### src/rtl/eth_rx_filter_pkg.sv
// Shared definitions for the receive-side destination-MAC filter:
// filter state encoding, Ethernet address constants and a helper that
// extracts the destination MAC from the first 64-bit beat of a frame.
package eth_rx_filter_pkg;

  typedef enum logic [1:0] {
    ST_FIRST = 2'd0,
    ST_PASS  = 2'd1,
    ST_DROP  = 2'd2
  } filt_state_e;

  localparam logic [47:0] ETH_BCAST_ADDR    = 48'hFFFF_FFFF_FFFF;
  localparam int unsigned ETH_MIN_HDR_BYTES = 6;

  // Byte 0 on the wire sits in bits [7:0] but is the most significant
  // byte of the address, so the six header bytes are reversed here.
  function automatic logic [47:0] dmac_from_beat(input logic [47:0] hdr);
    return {hdr[7:0], hdr[15:8], hdr[23:16], hdr[31:24], hdr[39:32], hdr[47:40]};
  endfunction

endpackage

### src/rtl/eth_rx_filter_out_reg.sv
// Single-entry AXI-stream register slice (data/keep/last/user + valid/ready).
// Accepts a new beat whenever the slice is empty or being drained in the
// same cycle, giving full throughput with no bubble.
module eth_rx_filter_out_reg #(
  parameter int unsigned DATA_WIDTH = 64,
  parameter int unsigned KEEP_WIDTH = DATA_WIDTH / 8,
  parameter int unsigned USER_WIDTH = 1
) (
  input  logic                  clk,
  input  logic                  rst,
  input  logic [DATA_WIDTH-1:0] s_data_i,
  input  logic [KEEP_WIDTH-1:0] s_keep_i,
  input  logic                  s_last_i,
  input  logic [USER_WIDTH-1:0] s_user_i,
  input  logic                  s_valid_i,
  output logic                  s_ready_o,
  output logic [DATA_WIDTH-1:0] m_data_o,
  output logic [KEEP_WIDTH-1:0] m_keep_o,
  output logic                  m_last_o,
  output logic [USER_WIDTH-1:0] m_user_o,
  output logic                  m_valid_o,
  input  logic                  m_ready_i
);

  logic [DATA_WIDTH-1:0] data_q;
  logic [KEEP_WIDTH-1:0] keep_q;
  logic                  last_q;
  logic [USER_WIDTH-1:0] user_q;
  logic                  valid_q;

  assign s_ready_o = m_ready_i || !valid_q;

  // Load on input handshake, otherwise empty the slot when drained.
  always_ff @(posedge clk or posedge rst) begin
    if (rst) begin
      data_q  <= '0;
      keep_q  <= '0;
      last_q  <= 1'b0;
      user_q  <= '0;
      valid_q <= 1'b0;
    end else if (s_valid_i && s_ready_o) begin
      data_q  <= s_data_i;
      keep_q  <= s_keep_i;
      last_q  <= s_last_i;
      user_q  <= s_user_i;
      valid_q <= 1'b1;
    end else if (m_ready_i) begin
      valid_q <= 1'b0;
    end
  end

  assign m_data_o  = data_q;
  assign m_keep_o  = keep_q;
  assign m_last_o  = last_q;
  assign m_user_o  = user_q;
  assign m_valid_o = valid_q;

endmodule

### src/rtl/eth_rx_mac_filter.sv
// Receive destination-MAC filter downstream of the 10G MAC RX FIFO.
// The first beat of each frame is checked against the unicast station
// address, broadcast, multicast and promiscuous settings; the whole frame
// is then forwarded through a register slice or silently discarded.
// Optional statistics counters: define ETH_RX_MAC_FILTER_STATS_EN.
module eth_rx_mac_filter
  import eth_rx_filter_pkg::*;
#(
  parameter int unsigned DATA_WIDTH = 64,
  parameter int unsigned KEEP_WIDTH = DATA_WIDTH / 8,
  parameter int unsigned USER_WIDTH = 1
) (
  input  logic                  clk,
  input  logic                  rst,
  input  logic [DATA_WIDTH-1:0] s_axis_tdata,
  input  logic [KEEP_WIDTH-1:0] s_axis_tkeep,
  input  logic                  s_axis_tvalid,
  output logic                  s_axis_tready,
  input  logic                  s_axis_tlast,
  input  logic [USER_WIDTH-1:0] s_axis_tuser,
  output logic [DATA_WIDTH-1:0] m_axis_tdata,
  output logic [KEEP_WIDTH-1:0] m_axis_tkeep,
  output logic                  m_axis_tvalid,
  input  logic                  m_axis_tready,
  output logic                  m_axis_tlast,
  output logic [USER_WIDTH-1:0] m_axis_tuser,
  input  logic [47:0]           cfg_mac_addr,
  input  logic                  cfg_promisc,
  input  logic                  cfg_bcast_en,
  input  logic                  cfg_mcast_en,
  output logic                  status_frame_pass,
  output logic                  status_frame_drop
`ifdef ETH_RX_MAC_FILTER_STATS_EN
  ,
  output logic [31:0]           stat_pass_count,
  output logic [31:0]           stat_drop_count
`endif
);

  if (DATA_WIDTH != 64) begin : g_bad_width
    $error("eth_rx_mac_filter: only DATA_WIDTH=64 is supported");
  end
  if (KEEP_WIDTH != DATA_WIDTH / 8) begin : g_bad_keep
    $error("eth_rx_mac_filter: KEEP_WIDTH must equal DATA_WIDTH/8");
  end

  filt_state_e state_q, state_d;
  logic        pass_q, pass_d;
  logic        drop_q, drop_d;
  logic        load;
  logic        slice_ready;
  logic        beat;
  logic [47:0] dmac;
  logic        is_bcast;
  logic        is_runt;
  logic        addr_ok;
  logic        frame_ok;

  // Discarded frames are sunk at full rate regardless of the output side.
  assign s_axis_tready = (state_q == ST_DROP) || slice_ready;
  assign beat          = s_axis_tvalid && s_axis_tready;

  // Address decision; only consumed on the first beat, so cfg_* is
  // effectively sampled once per frame.
  assign dmac     = dmac_from_beat(s_axis_tdata[47:0]);
  assign is_bcast = (dmac == ETH_BCAST_ADDR);
  assign is_runt  = s_axis_tlast && (s_axis_tkeep[ETH_MIN_HDR_BYTES-1:0] != '1);
  assign addr_ok  = cfg_promisc
                 || (dmac == cfg_mac_addr)
                 || (is_bcast && cfg_bcast_en)
                 || (!is_bcast && dmac[40] && cfg_mcast_en);
  assign frame_ok = addr_ok && !is_runt;

  // Filter state register and registered status pulses.
  always_ff @(posedge clk or posedge rst) begin
    if (rst) begin
      state_q <= ST_FIRST;
      pass_q  <= 1'b0;
      drop_q  <= 1'b0;
    end else begin
      state_q <= state_d;
      pass_q  <= pass_d;
      drop_q  <= drop_d;
    end
  end

  // Next-state, forward/discard decision and pulse requests.
  always_comb begin
    state_d = state_q;
    pass_d  = 1'b0;
    drop_d  = 1'b0;
    load    = 1'b0;
    case (state_q)
      ST_FIRST: begin
        if (beat) begin
          if (frame_ok) begin
            load   = 1'b1;
            pass_d = 1'b1;
            if (!s_axis_tlast) state_d = ST_PASS;
          end else begin
            drop_d = 1'b1;
            if (!s_axis_tlast) state_d = ST_DROP;
          end
        end
      end
      ST_PASS: begin
        if (beat) begin
          load = 1'b1;
          if (s_axis_tlast) state_d = ST_FIRST;
        end
      end
      ST_DROP: begin
        if (beat && s_axis_tlast) state_d = ST_FIRST;
      end
      default: state_d = ST_FIRST;
    endcase
  end

  eth_rx_filter_out_reg #(
    .DATA_WIDTH(DATA_WIDTH),
    .KEEP_WIDTH(KEEP_WIDTH),
    .USER_WIDTH(USER_WIDTH)
  ) u_out_reg (
    .clk       (clk),
    .rst       (rst),
    .s_data_i  (s_axis_tdata),
    .s_keep_i  (s_axis_tkeep),
    .s_last_i  (s_axis_tlast),
    .s_user_i  (s_axis_tuser),
    .s_valid_i (load),
    .s_ready_o (slice_ready),
    .m_data_o  (m_axis_tdata),
    .m_keep_o  (m_axis_tkeep),
    .m_last_o  (m_axis_tlast),
    .m_user_o  (m_axis_tuser),
    .m_valid_o (m_axis_tvalid),
    .m_ready_i (m_axis_tready)
  );

  assign status_frame_pass = pass_q;
  assign status_frame_drop = drop_q;

`ifdef ETH_RX_MAC_FILTER_STATS_EN
  logic [31:0] pass_cnt_q;
  logic [31:0] drop_cnt_q;

  // Saturating frame counters, updated on the edge that raises each pulse.
  always_ff @(posedge clk or posedge rst) begin
    if (rst) begin
      pass_cnt_q <= '0;
      drop_cnt_q <= '0;
    end else begin
      if (pass_d && (pass_cnt_q != '1)) pass_cnt_q <= pass_cnt_q + 32'd1;
      if (drop_d && (drop_cnt_q != '1)) drop_cnt_q <= drop_cnt_q + 32'd1;
    end
  end

  assign stat_pass_count = pass_cnt_q;
  assign stat_drop_count = drop_cnt_q;
`endif

endmodule

### config.mk
export PLATFORM = sky130hd
export DESIGN_NAME = eth_rx_mac_filter
export DESIGN_NICKNAME = d
export VERILOG_FILES = /design/src/rtl/eth_rx_filter_pkg.sv /design/src/rtl/eth_rx_filter_out_reg.sv /design/src/rtl/eth_rx_mac_filter.sv
export SDC_FILE = /design/constraint.sdc
export NUM_CORES = 1
export LEC_CHECK = 0
export ABC_CLOCK_PERIOD_IN_PS = 3600
export CAP_MARGIN = 20
export CORE_UTILIZATION = 40
export DETAILED_ROUTE_END_ITERATION = 8
export GPL_ROUTABILITY_DRIVEN = 0
export PLACE_DENSITY_LB_ADDON = 0.3
export REMOVE_ABC_BUFFERS = 1
export SYNTH_ARGS = -nofsm -noshare
export SYNTH_HDL_FRONTEND = slang
export SYNTH_SLANG_ARGS = --single-unit
### constraint.sdc
create_clock -name clk -period 3.6 [get_ports clk]
set_input_delay 1.08 -clock clk [delete_from_list [all_inputs] [get_ports clk]]
set_output_delay 1.08 -clock clk [all_outputs]
set_load 0.01 [all_outputs]
==> results.sh, run 1 <==
export IMPL_status="completed"
export IMPL_layout_cells_most_common_list="clkdlybuf4s50_1 (206), dfrtp_1 (79), mux2_4 (60), xnor2_1 (48), nand4_1 (25)"
export IMPL_numPortBuffers=206
export IMPL_fillers=735
export IMPL_drv_cap=0
export IMPL_hold_buffers=0
export IMPL_skew_ns=0.0104
export IMPL_drt_iter0_markers=60
export IMPL_synth_xor_area_frac=0.105
export IMPL_hpwl_microns=9150
export IMPL_num_nets_final=632
export IMPL_muxShareOfSynthArea=0.266
export IMPL_cts_root_buf="clkbuf_8"
export IMPL_mostFrequentLayoutCell="clkdlybuf4s50_1"
export IMPL_ant_nets=0
export IMPL_multi_input_area_sq_um=1850
export IMPL_num_vias=3065
export IMPL_clock_fmax_ghz=0.291
export IMPL_wirelength_microns=11600
export IMPL_worst_pin_slew_ns=0.523
export IMPL_grt_pass1_wl_microns=18000
export IMPL_relSlewSlack=0.651
export IMPL_fin_cells=641
export IMPL_synth_compound_area_frac=0.0232
export IMPL_synth_top_cell_by_area="dfrtp_1"
export IMPL_finalHoldViolations=0
export IMPL_cts_sinks=79
export IMPL_wl_per_cell_microns=18.1
export IMPL_cp_required_ns=3.84
export IMPL_synth_ff_type="dfrtp_1"
export IMPL_synth_edff_count=0
export IMPL_synth_top_area_frac=0.496
export IMPL_final_util=0.672
export IMPL_cts_tree="built"
export IMPL_numCtsBuffers=9
export IMPL_postSynth_asyncResetShare=1.00
export IMPL_fin_crit_sh=0.956
export IMPL_cts_setup_buffers=0
export IMPL_synth_top_family_by_area="multiplexers"
export IMPL_ys_ff_latch=79
export IMPL_rows=36
export IMPL_area_growth_pct=64.0
export IMPL_antenna_cells=0
export IMPL_seq_area_sq_um=1980
export IMPL_viasPerCell=4.78
export IMPL_grt_pass1_vias=3366
export IMPL_drt_pass1_iter_count=4
export IMPL_power_leakage_nw=2.68
export IMPL_worstPathArrival_ns=3.68
export IMPL_layout_setup_ws_ns=0.158
export IMPL_final_setup_viol_count=0
export IMPL_antenna_found_initial=0
export IMPL_ctsResizeCount=0
export IMPL_grt_use_total=0.234
export IMPL_seq_area_frac_synth=0.496
export IMPL_vdd_drop_max_mv=0.344
export IMPL_fp_dieW_microns=102
export IMPL_synth_cell_type_count=26
export IMPL_syn_area_sq_um=3990
export IMPL_synth_area_leaders="dfrtp_1 (50%), mux2_4 (23%), xnor2_1 (11%), mux2_2 (4.0%), nand4_1 (3.9%)"
export IMPL_grt_max_degree=52
export IMPL_dp_cells=625
export IMPL_min_period_ns=3.44
export IMPL_drive_gt1_frac=0.224
export IMPL_startpoint_type="input port"
export IMPL_initial_core_util=0.410
export IMPL_clk_latency_ns=0.35
export IMPL_end_kind="flop"
export IMPL_die_area_sq_um=10400
export IMPL_rsz0062_at_grt="no"
export IMPL_pin_count=207
export IMPL_worstPathMaxFanout=25
export IMPL_path_clk_slew_ns=0.08
export IMPL_min_path_type="reg2reg"
export IMPL_synth_simple_area_share=0.0687
export IMPL_synthCells=272
export IMPL_die_y_microns=102
export IMPL_yosys_warnings=0
export IMPL_grt_overflow_total=0
export IMPL_tns_ns=0
export IMPL_core_sq_um=9730
export IMPL_dpl_worst_slack_ns=-0.159
export IMPL_clockBufferDepth=2
export IMPL_syn_area_per_cell_sq_um=14.7
export IMPL_critPathKind="in2reg"
export IMPL_synth_adder_area_share=0
export IMPL_drcViolationCount=0
export IMPL_p_per_area_nw_per_um2=728
export IMPL_ctsHtreeMaxLevel=3
export IMPL_maxSlewViolCount=0
where the power goes:
part	internal, mW	switching [mW]	total (mW)
clock network	0.463	0.331	0.794
registers	1.33	0.274	1.60
logic	1.58	0.787	2.36
total	3.37	1.39	4.76
final cells by class:
class,count,area share
clock buffers,11,0.0201
clock inverters,5,0.0163
inverters,3,0.00191
multi-input cells,181,0.282
flip-flops and latches,79,0.302
well taps,133,0.0255
repair buffers,229,0.351
through the flow:
stage,hold slack (ns),power (mW),cell area (sq um)
6_report,0.479,4.76,6540
5_1_grt,0.507,5.01,6540
4_1_cts,0.469,4.79,6540
3_5_place_dp,0.458,3.98,6300
3_3_place_gp,0.442,3.93,6300
2_1_floorplan,0.427,2.68,3830
logic make-up (layout without fill, tap and decap cells):
logic type,Yosys count,in the layout
AO/OA/AOI/OAI,12,12
AND/OR/NAND/NOR,47,47
flip-flops,79,79
multiplexers,74,74
buffers and inverters,12,248
XOR/XNOR,48,48
path summary, 6_finish.rpt:
kind                                 startpoint                     end  depth (start not counted)  slack (ns)
worst max-delay path            s_axis_tdata[3]  u_out_reg.m_data_o[41]                          9        0.16
worst min register to register       state_q[1]              state_q[0]                          1        0.48
worst max register to register       state_q[0]  u_out_reg.m_data_o[41]                          7        1.37
worst min-delay path                 state_q[1]              state_q[0]                          1        0.48
min in group asynchronous                   rst  u_out_reg.m_data_o[48]                          2        1.07
max in group asynchronous                   rst   u_out_reg.m_data_o[6]                          3        1.86
sequential cells by signal (all words and copies together), names as in the netlist:
name and cells:
state_q 2, status_frame_drop 1, status_frame_pass 1, u_out_reg.m_data_o 64, u_out_reg.m_keep_o 8, u_out_reg.m_last_o 1, u_out_reg.m_user_o 1, u_out_reg.m_valid_o 1
critical path: stages:
cell and delay [ns]:
clkdlybuf4s50_1 0.46, xnor2_1 0.36, nand4_1 0.22, nor4_1 0.47, nand3_1 0.23, nand2_4 0.11, a22o_4 0.19, buf_12 0.23
mux2_4 0.32
Yosys cell counts, types with 2 or more instances:
master	count
nand3_1	2
nor4_1	6
nand4_1	25
buf_12	7
dfrtp_1	79
nor3_1	2
a21oi_1	4
nand2_1	3
mux2_4	60
xnor2_1	48
inv_1	3
mux2_2	14
a211oi_1	2
nor2_1	5
routing by layer:
| metal | GRT usage | share of wire |
|---|---|---|
| met5 | 0 | 0 |
| met4 | 0.0934 | 0.020 |
| met3 | 0.0458 | 0.059 |
| met2 | 0.379 | 0.49 |
| met1 | 0.310 | 0.43 |
No activity file was read; power rests on OpenSTA's default activity.
==> inputs of run 2 (changes only) <==
--- a/config.mk
+++ b/config.mk
@@ -7,11 +7,12 @@
 export LEC_CHECK = 0
 export ABC_CLOCK_PERIOD_IN_PS = 3600
 export CAP_MARGIN = 20
+export CORE_MARGIN = 2
 export CORE_UTILIZATION = 40
 export DETAILED_ROUTE_END_ITERATION = 8
 export GPL_ROUTABILITY_DRIVEN = 0
 export PLACE_DENSITY_LB_ADDON = 0.3
-export REMOVE_ABC_BUFFERS = 1
+export SKIP_LAST_GASP = 1
 export SYNTH_ARGS = -nofsm -noshare
 export SYNTH_HDL_FRONTEND = slang
 export SYNTH_SLANG_ARGS = --single-unit
==> run 2 against run 1 <==
  * Worst setup slack improved by 0.055 ns
  * Non-clock buffer count decreased by 6
  * Core utilization decreased by 0.63 points
  * Clock skew about the same
  * Total power decreased by 1.3%
  * Fmax increased by 1.6%
  * Die area increased by 4.0%
  * Combinational power about the same
  * Worst hold slack got worse by 0.0049 ns
  * Critical path depth decreased by 5
  * Cell count decreased by 0.94%
  * Global-route usage decreased by 1.6 points
  * Critical path type is now in2out
  * Critical endpoint is now s_axis_tready
  * Highest routed layer unchanged
==> results.sh, run 2 (same netlist as run 1, synthesis figures left out) <==
export IMPL_drv_cap=0
export IMPL_min_path_type="reg2reg"
export IMPL_hpwl_microns=9590
export IMPL_syn_nets=401
export IMPL_numPortBuffers=206
export IMPL_antenna_found_initial=0
export IMPL_wl_per_cell_microns=18.5
export IMPL_cp_required_ns=2.52
export IMPL_min_path_cells=1
export IMPL_drt_iter0_markers=110
export IMPL_cts_setup_buffers=0
export IMPL_vdd_drop_max_mv=0.385
export IMPL_initial_core_util=0.410
export IMPL_die_y_microns=104
export IMPL_final_setup_viol_count=0
export IMPL_use_met3=0.0541
export IMPL_dpl_instance_area_sq_um=6250
export IMPL_worstPathArrival_ns=2.31
export IMPL_drive_gt1_frac=0.217
export IMPL_ctsResizeCount=0
export IMPL_relSlewSlack=0.441
export IMPL_clockBufferDepth=2
export IMPL_worstPathMaxFanout=3
export IMPL_num_nets_final=626
export IMPL_gr_usage_met2=0.368
export IMPL_clk_latency_ns=0.35
export IMPL_rr_startpoint="state_q[0]"
export IMPL_hold_buffers=0
export IMPL_fin_cells=635
export IMPL_fin_crit_sh=0.941
export IMPL_num_vias=3118
export IMPL_clock_fmax_ghz=0.295
export IMPL_p_per_area_nw_per_um2=725
export IMPL_reg2reg_depth=7
export IMPL_startpoint_type="input port"
export IMPL_fp_dieW_microns=104
export IMPL_tns_ns=0
export IMPL_r2r_end="u_out_reg.m_data_o[51]"
export IMPL_end_kind="output pin"
export IMPL_finalHoldViolations=0
export IMPL_mostFrequentLayoutCell="clkdlybuf4s50_1"
export IMPL_fin_area_sq_um=6470
export IMPL_ctsHtreeMaxLevel=3
export IMPL_grt_overflow_total=0
export IMPL_hold_end="state_q[0]"
export IMPL_die_area_sq_um=10800
export IMPL_area_growth_pct=62.4
export IMPL_cts_root_buf="clkbuf_8"
export IMPL_antenna_cells=0
export IMPL_grt_max_degree=49
export IMPL_status="completed"
export IMPL_viasPerCell=4.91
export IMPL_rows=36
export IMPL_cts_sinks=79
export IMPL_rsz0062_at_grt="no"
export IMPL_r2r_slack_ns=1.43
export IMPL_grt_pass1_vias=3365
export IMPL_core_sq_um=9730
export IMPL_critPathKind="in2out"
export IMPL_min_from="state_q[1]"
export IMPL_worst_pin_slew_ns=0.837
export IMPL_cts_tree="built"
export IMPL_holdWs_ns=0.474
export IMPL_numCtsBuffers=9
export IMPL_dp_cells=619
export IMPL_drt_pass1_iter_count=4
export IMPL_use_met1=0.261
export IMPL_skew_ns=0.0105
export IMPL_pin_count=207
export IMPL_ant_nets=0
export IMPL_maxSlewViolCount=0
export IMPL_grt_pass1_wl_microns=18100
export IMPL_min_period_ns=3.39
export IMPL_grt_use_total=0.218
export IMPL_drcViolationCount=0
export IMPL_layout_cells_most_common_list="clkdlybuf4s50_1 (206), dfrtp_1 (79), mux2_4 (60), xnor2_1 (48), nand4_1 (25)"
export IMPL_path_clk_slew_ns=0.09
export IMPL_largest_reg_flops=64
export IMPL_wirelength_microns=11700
export IMPL_finalPower_mw=4.70
export IMPL_top_usage_layer="met2"
export IMPL_power_leakage_nw=2.65
[run 2: per-layer routing]
metal | vias to the layer above | share of wire
met5 | - | 0
met4 | 0 | 0.040
met3 | 34 | 0.067
met2 | 142 | 0.50
li1 | 1433 | -
met1 | 1509 | 0.40
[run 2: worst max-delay path by stage]
stage,start,end,slack (ns),cells past startpoint
floorplan,rst,state_q[0],0.50,1
global placement,s_axis_tdata[41],u_out_reg.m_data_o[54],0.03,10
detailed placement,s_axis_tdata[23],u_out_reg.m_data_o[51],-0.02,9
CTS,m_axis_tready,s_axis_tready,0.20,4
global route,m_axis_tready,s_axis_tready,0.16,4
finish,m_axis_tready,s_axis_tready,0.21,4
[run 2: critical path, stage by stage]
cell             delay, ns
clkdlybuf4s50_1       0.46
inv_1                 0.05
o211ai_1              0.12
clkdlybuf4s50_1       0.60
[run 2: cell type report]
cell class / instances / area (sq um)
Inverter: 3 / 12.5
Multi-Input combinational cell: 181 / 1850
Fill cell: 741 / 3250
Clock inverter: 6 / 93.8
Tap cell: 133 / 166
Sequential cell: 79 / 1980
Timing Repair Buffer: 223 / 2250
Clock buffer: 10 / 128
[run 2: power breakdown]
| part | internal (mW) | switching, mW |
|---|---|---|
| logic | 1.57 | 0.789 |
| clock network | 0.397 | 0.339 |
| registers | 1.33 | 0.270 |
| total | 3.30 | 1.40 |
[run 2: stage by stage]
stage	util	setup WS (ns)
floorplan	-	0.497
global placement	0.643	0.0250
detailed placement	0.643	-0.0217
CTS	0.666	0.203
global route	0.666	0.159
finish	0.666	0.213
==> inputs of run 3 (changes only) <==
--- a/config.mk
+++ b/config.mk
@@ -10,9 +10,7 @@
 export CORE_MARGIN = 2
 export CORE_UTILIZATION = 40
 export DETAILED_ROUTE_END_ITERATION = 8
-export GPL_ROUTABILITY_DRIVEN = 0
 export PLACE_DENSITY_LB_ADDON = 0.3
-export SKIP_LAST_GASP = 1
 export SYNTH_ARGS = -nofsm -noshare
 export SYNTH_HDL_FRONTEND = slang
 export SYNTH_SLANG_ARGS = --single-unit
==> results of run 3 <==
Final layout, timing and power as in run 2 (identical DEF).
